==> src/rtl/ex_mem_reg_pkg.sv <==
// Shared types and constants for the EX/MEM pipeline register.
// The control bundle groups the four MEM/WB control bits so they move together.
package ex_mem_reg_pkg;

  localparam int NB_DATA_DEF = 32;
  localparam int NB_REG_DEF  = 5;

  localparam logic [NB_REG_DEF-1:0] ZERO_REG = '0;

  typedef struct packed {
    logic reg_write;
    logic mem_read;
    logic mem_write;
    logic mem_to_reg;
  } ctrl_t;

  // What the register does on the coming edge, after all gating is resolved.
  typedef enum logic [1:0] {
    ACT_HOLD   = 2'd0,
    ACT_BUBBLE = 2'd1,
    ACT_LOAD   = 2'd2
  } action_e;

endpackage

==> src/rtl/ex_mem_reg_sat_counter.sv <==
// Saturating up-counter used for the debug unit's instruction/bubble statistics.
// Sticks at all-ones instead of wrapping.
module sat_counter #(
  parameter int NB_CNT = 32
) (
  input  logic              i_clk,
  input  logic              i_rst_n,
  input  logic              i_inc,
  output logic [NB_CNT-1:0] o_count
);

  logic [NB_CNT-1:0] count_q, count_d;

  always_comb begin
    count_d = count_q;
    if (i_inc && (count_q != '1)) begin
      count_d = count_q + 1'b1;
    end
  end

  // NOTE: sequential state uses non-blocking assignments so every flop samples pre-edge values.
  always_ff @(posedge i_clk or negedge i_rst_n) begin
    if (!i_rst_n) begin
      count_q <= '0;
    end else begin
      count_q <= count_d;
    end
  end

  assign o_count = count_q;

endmodule

==> src/rtl/ex_mem_reg.sv <==
// EX/MEM pipeline register: captures ALU result, store data, destination and MEM/WB control,
// with debug run/step gating, stall, flush bubble, sticky halt and saturating statistics.
module ex_mem_reg
  import ex_mem_reg_pkg::*;
#(
  parameter int NB_DATA = NB_DATA_DEF,
  parameter int NB_REG  = NB_REG_DEF,
  parameter int NB_CNT  = 32
) (
  input  logic               i_clk,
  input  logic               i_rst_n,
  input  logic               i_enable,
  input  logic               i_stall,
  input  logic               i_flush,
  input  logic               i_valid,
  input  logic [NB_DATA-1:0] i_alu_result,
  input  logic [NB_DATA-1:0] i_store_data,
  input  logic [NB_REG-1:0]  i_write_reg,
  input  logic               i_reg_write,
  input  logic               i_mem_read,
  input  logic               i_mem_write,
  input  logic               i_mem_to_reg,
  input  logic               i_halt,
  output logic [NB_DATA-1:0] o_alu_result,
  output logic [NB_DATA-1:0] o_store_data,
  output logic [NB_REG-1:0]  o_write_reg,
  output logic               o_reg_write,
  output logic               o_mem_read,
  output logic               o_mem_write,
  output logic               o_mem_to_reg,
  output logic               o_valid,
  output logic               o_halt,
  output logic [NB_CNT-1:0]  o_instr_count,
  output logic [NB_CNT-1:0]  o_bubble_count
);

  action_e            action;
  logic [NB_DATA-1:0] alu_q, alu_d;
  logic [NB_DATA-1:0] store_q, store_d;
  logic [NB_REG-1:0]  write_reg_q, write_reg_d;
  ctrl_t              ctrl_q, ctrl_d;
  logic               valid_q, valid_d;
  logic               halt_q, halt_d;

  // Priority: frozen by debug or halt, then flush, then stall, then load/bubble by i_valid.
  always_comb begin
    action = ACT_HOLD;
    if (!i_enable || halt_q) begin
      action = ACT_HOLD;
    end else if (i_flush) begin
      action = ACT_BUBBLE;
    end else if (i_stall) begin
      action = ACT_HOLD;
    end else if (i_valid) begin
      action = ACT_LOAD;
    end else begin
      action = ACT_BUBBLE;
    end
  end

  // NOTE: every next-state signal gets a default first, so no path through the case infers a latch.
  always_comb begin
    alu_d       = alu_q;
    store_d     = store_q;
    write_reg_d = write_reg_q;
    ctrl_d      = ctrl_q;
    valid_d     = valid_q;
    halt_d      = halt_q;
    case (action)
      ACT_BUBBLE: begin
        alu_d       = '0;
        store_d     = '0;
        write_reg_d = '0;
        ctrl_d      = '0;
        valid_d     = 1'b0;
      end
      ACT_LOAD: begin
        alu_d       = i_alu_result;
        store_d     = i_store_data;
        write_reg_d = i_write_reg;
        // Writes to $zero are dropped here so WB never has to check the address.
        ctrl_d      = '{reg_write:  i_reg_write && (i_write_reg != NB_REG'(ZERO_REG)),
                        mem_read:   i_mem_read,
                        mem_write:  i_mem_write,
                        mem_to_reg: i_mem_to_reg};
        valid_d     = 1'b1;
        halt_d      = i_halt;
      end
      default: ;
    endcase
  end

  always_ff @(posedge i_clk or negedge i_rst_n) begin
    if (!i_rst_n) begin
      alu_q       <= '0;
      store_q     <= '0;
      write_reg_q <= '0;
      ctrl_q      <= '0;
      valid_q     <= 1'b0;
      halt_q      <= 1'b0;
    end else begin
      alu_q       <= alu_d;
      store_q     <= store_d;
      write_reg_q <= write_reg_d;
      ctrl_q      <= ctrl_d;
      valid_q     <= valid_d;
      halt_q      <= halt_d;
    end
  end

  sat_counter #(.NB_CNT(NB_CNT)) u_instr_cnt (
    .i_clk   (i_clk),
    .i_rst_n (i_rst_n),
    .i_inc   (action == ACT_LOAD),
    .o_count (o_instr_count)
  );

  sat_counter #(.NB_CNT(NB_CNT)) u_bubble_cnt (
    .i_clk   (i_clk),
    .i_rst_n (i_rst_n),
    .i_inc   (action == ACT_BUBBLE),
    .o_count (o_bubble_count)
  );

  assign o_alu_result = alu_q;
  assign o_store_data = store_q;
  assign o_write_reg  = write_reg_q;
  assign o_reg_write  = ctrl_q.reg_write;
  assign o_mem_read   = ctrl_q.mem_read;
  assign o_mem_write  = ctrl_q.mem_write;
  assign o_mem_to_reg = ctrl_q.mem_to_reg;
  assign o_valid      = valid_q;
  assign o_halt       = halt_q;

endmodule

==> config.mk <==
export PLATFORM = sky130hd
export DESIGN_NAME = ex_mem_reg
export DESIGN_NICKNAME = d
export VERILOG_FILES = /design/src/rtl/ex_mem_reg_pkg.sv /design/src/rtl/ex_mem_reg_sat_counter.sv /design/src/rtl/ex_mem_reg.sv
export SDC_FILE = /design/constraint.sdc
export NUM_CORES = 1
export LEC_CHECK = 0
export ABC_AREA = 1
export BUFFER_PORTS_ARGS = -buffer_cell sky130_fd_sc_hd__buf_2
export CAP_MARGIN = 25
export CORE_ASPECT_RATIO = 2
export CORE_MARGIN = 4
export CORE_UTILIZATION = 50
export DETAILED_ROUTE_END_ITERATION = 10
export PLACE_DENSITY = 0.77
export SETUP_SLACK_MARGIN = 0.2
export SYNTH_ARGS = -nofsm -noshare
export SYNTH_HDL_FRONTEND = slang
export SYNTH_HIERARCHICAL = 1
export SYNTH_SLANG_ARGS = --single-unit
==> constraint.sdc <==
create_clock -name i_clk -period 2.73 [get_ports i_clk]
set_clock_uncertainty 0.15 [all_clocks]
set_input_delay 0.273 -clock i_clk [delete_from_list [all_inputs] [get_ports i_clk]]
set_output_delay 0.273 -clock i_clk [all_outputs]
set_load 0.1 [all_outputs]
==> metrics.md <==
| Metric | Value |
|---|---|
| Status | `finished, final reports clean` |
| H-tree depth | `4` |
| Worst endpoint data arrival time | `2540 ps` |
| Multi-input gate area | `3480 um^2` |
| WHS | `242.4 ps` |
| Initial antenna violation count | `2` |
| Post-synth cell types | `25` |
| Via density | `5.223` |
| CP Data Required Time | `2890 ps` |
| CTS tree | `yes` |
| Synthesized flop and latch total | `139` |
| Clk_lat worst skew | `420 ps` |
| Critical Path Most Common Cell | `nand2_1` |
| 1st-pass router iterations | `7` |
| Final Hold Fails | `0` |
| First-iteration detailed-routing DRC count | `414` |
| Max incr delay on CP | `400 ps` |
| Number of enable flip-flop cells after synthesis | `0` |
| R2R Path End | `u_bubble_cnt/o_count[22]` |
| Buf+Inv Stages, Crit Path | `2` |
| WS Path Type | `reg2reg` |
| Placement Cell Area | `8725 um^2` |
| Crit path time final | `2384 ps` |
| Worst-Margin Slew | `556.4 ps` |
| Max-slew headroom | `62.91%` |
| DRC Markers | `0` |
| Yosys top cell by area | `dfrtp_1` |
| Wire length of the first global-routing pass | `37920 um` |
| Net count of the mapped netlist | `1093` |
| Placed Cells | `1406` |
| Post-Syn Instances | `1008` |
| Critical-path top delay cell | `dfrtp_2` |
| Fin crit share | `87.34%` |
| Primary FF master, synth | `dfrtp_1` |
| Setup crit start kind | `flip-flop` |
| Vias | `7907` |
| Maxcap violations | `0` |
| Ports | `219` |
| Hpwl dp | `16150 um` |
| Max FO, Critical Path | `6` |
| Vias in the first global route | `7852` |
| Post-Syn Area | `7513 um^2` |
| Type of the tightest min-delay check | `in2async` |
| Fin cells | `1514` |
| Worst VDD drop | `0.3966 mV` |
| Pre-CTS setup slack | `269.9 ps` |
| Pin count of the biggest net entering global routing | `61` |
| Share of the synthesized area in the top cell type | `46.29%` |
| Num CTS Buffers | `17` |
| Share of layout cells above drive strength 1 | `23.84%` |
| CP Capture Type | `flip-flop` |
| Port bufs | `218` |
| Area grow syn2layout | `34.52%` |
| Leak | `5.353 nW` |
| Count leader, synth | `nand2_1` |
| CTS clk-pin slew, worst paths | `60 ps` |
| Register area share after synthesis | `46.29%` |
| RSZ-0062 raised after global routing | `false` |
| Starting Density | `50.70%` |
| Die Height | `181.4 um` |
| Max Slew Vio Count | `0` |
| Total Wirelength | `23430 um` |
| Most frequent cells after synthesis | `437 x nand2_1, 139 x dfrtp_1, 118 x nand3_1` |
| Utilization after layout | `68.20%` |
| Die footprint | `17170 um^2` |
| Fillers | `1265` |
| Top delay family on crit path | `simple AND/OR/NAND/NOR gates` |
| CTS sink count | `139` |
| Congestion Overflow GR | `0` |
| Yosys Warn Count | `6` |
| Reg area | `3480 um^2` |
| All-Layer GR Usage | `28.15%` |
| Worst reg-to-reg path cell count | `11` |
| Total power | `4.647 mW` |
| Syn Area/Cell | `7.454 um^2` |
| Final ANT Viol Nets | `0` |
| Final WS setup | `345.7 ps` |
| Final instance area | `10110 um^2` |
| CTS Buffer Depth | `2` |
| Final-report setup violation count | `0` |
| FP Rows | `63` |
| CORE AREA | `14820 um^2` |
| Crit-path cells | `inv_1 > nand2_1 > nor2_1 > ha_2 > inv_1 > nor2_2 > nand2_1 > nor2_1 > nand3_1 > nand2_1 > nand2_1` |
| R2r setup slk | `350 ps` |
| Setup TNS | `0 ps` |
| Post-synth ARST share | `100.0%` |
| CTS Root Cell | `clkbuf_16` |
| Worst reg2reg startpoint | `o_halt` |
| Top post-synthesis cells by area | `dfrtp_1 46%, nand2_1 22%, nand3_1 7.9%, nor2_1 5.5%, inv_1 3.1%` |
| Die width | `94.68 um` |
| Wire length per cell | `15.48 um` |
| Nets@finish | `1390` |
| GPL Wtd Cong | `0.9619` |
| Pwr Density | `459.8 nW/um^2` |
| Fmax | `0.4194 GHz` |
kinds of logic (layout without fill, tap and decap cells):
group	count (synthesis)	in the layout	share of synthesized area, %
adder cells (fa/ha/maj)	5	5	0.8326
flip-flops	139	139	46.29
other	0	2	0
buffers and inverters	98	407	7.660
AND/OR/NAND/NOR	738	738	42.38
AO/OA/AOI/OAI	12	12	0.9659
XOR/XNOR	16	16	1.865
layer usage:
layer	GRT usage (%)	wire length (um)	vias to the layer above	share of wire (%)
li1	-	-	3758	-
met1	29.95	8262	3659	35
met2	49.12	12250	370	52
met3	6.292	1387	120	5.9
met4	17.06	1531	0	6.5
met5	0	0	-	0
cells in the final DEF, fill, tap and decap left out, types with 16 or more instances in the layout:
| cell type | instances |
|---|---|
| nand2_1 | 437 |
| buf_2 | 217 |
| dfrtp_1 | 138 |
| nand3_1 | 118 |
| nor2_1 | 106 |
| dlygate4sd3_1 | 75 |
| inv_1 | 62 |
| nand4_1 | 20 |
| clkbuf_16 | 17 |
| nand2_2 | 16 |
| nand3b_1 | 16 |
final cells by class:
class / instances / share of cell area [%]
Inverter: 65 / 2.414
Multi-Input combinational cell: 771 / 34.43
Clock inverter: 11 / 1.411
Sequential cell: 139 / 34.43
Clock buffer: 20 / 4.617
Antenna cell: 2 / 0.04952
Tap cell: 195 / 2.414
Timing Repair Buffer: 311 / 20.24
power by group:
| part | internal [mW] | switching, mW | total (mW) |
|---|---|---|---|
| Combinational | 0.118 | 0.0822 | 0.200 |
| Clock | 1.50 | 0.885 | 2.39 |
| Sequential | 2.06 | 0 | 2.06 |
| Total | 3.68 | 0.967 | 4.65 |
repair_timing:
| action | in CTS | in global routing |
|---|---|---|
| endpoints found under the setup margin | 0 | 14 |
| setup buffers | 0 | 0 |
| hold buffers | 75 | 0 |
| hold endpoints to repair | 130 | 0 |
| resized for setup | 0 | 6 |
worst max-delay path by stage:
stage                start                  endpoint  cells past startpoint
detailed placement  o_halt  u_bubble_cnt/o_count[22]                     11
global placement    o_halt  u_bubble_cnt/o_count[22]                     11
CTS                 o_halt   u_instr_cnt/o_count[26]                     11
finish              o_halt  u_bubble_cnt/o_count[22]                     11
floorplan           o_halt   u_instr_cnt/o_count[26]                     11
global route        o_halt  u_bubble_cnt/o_count[22]                     11
No activity file was read; power rests on OpenSTA's default activity.
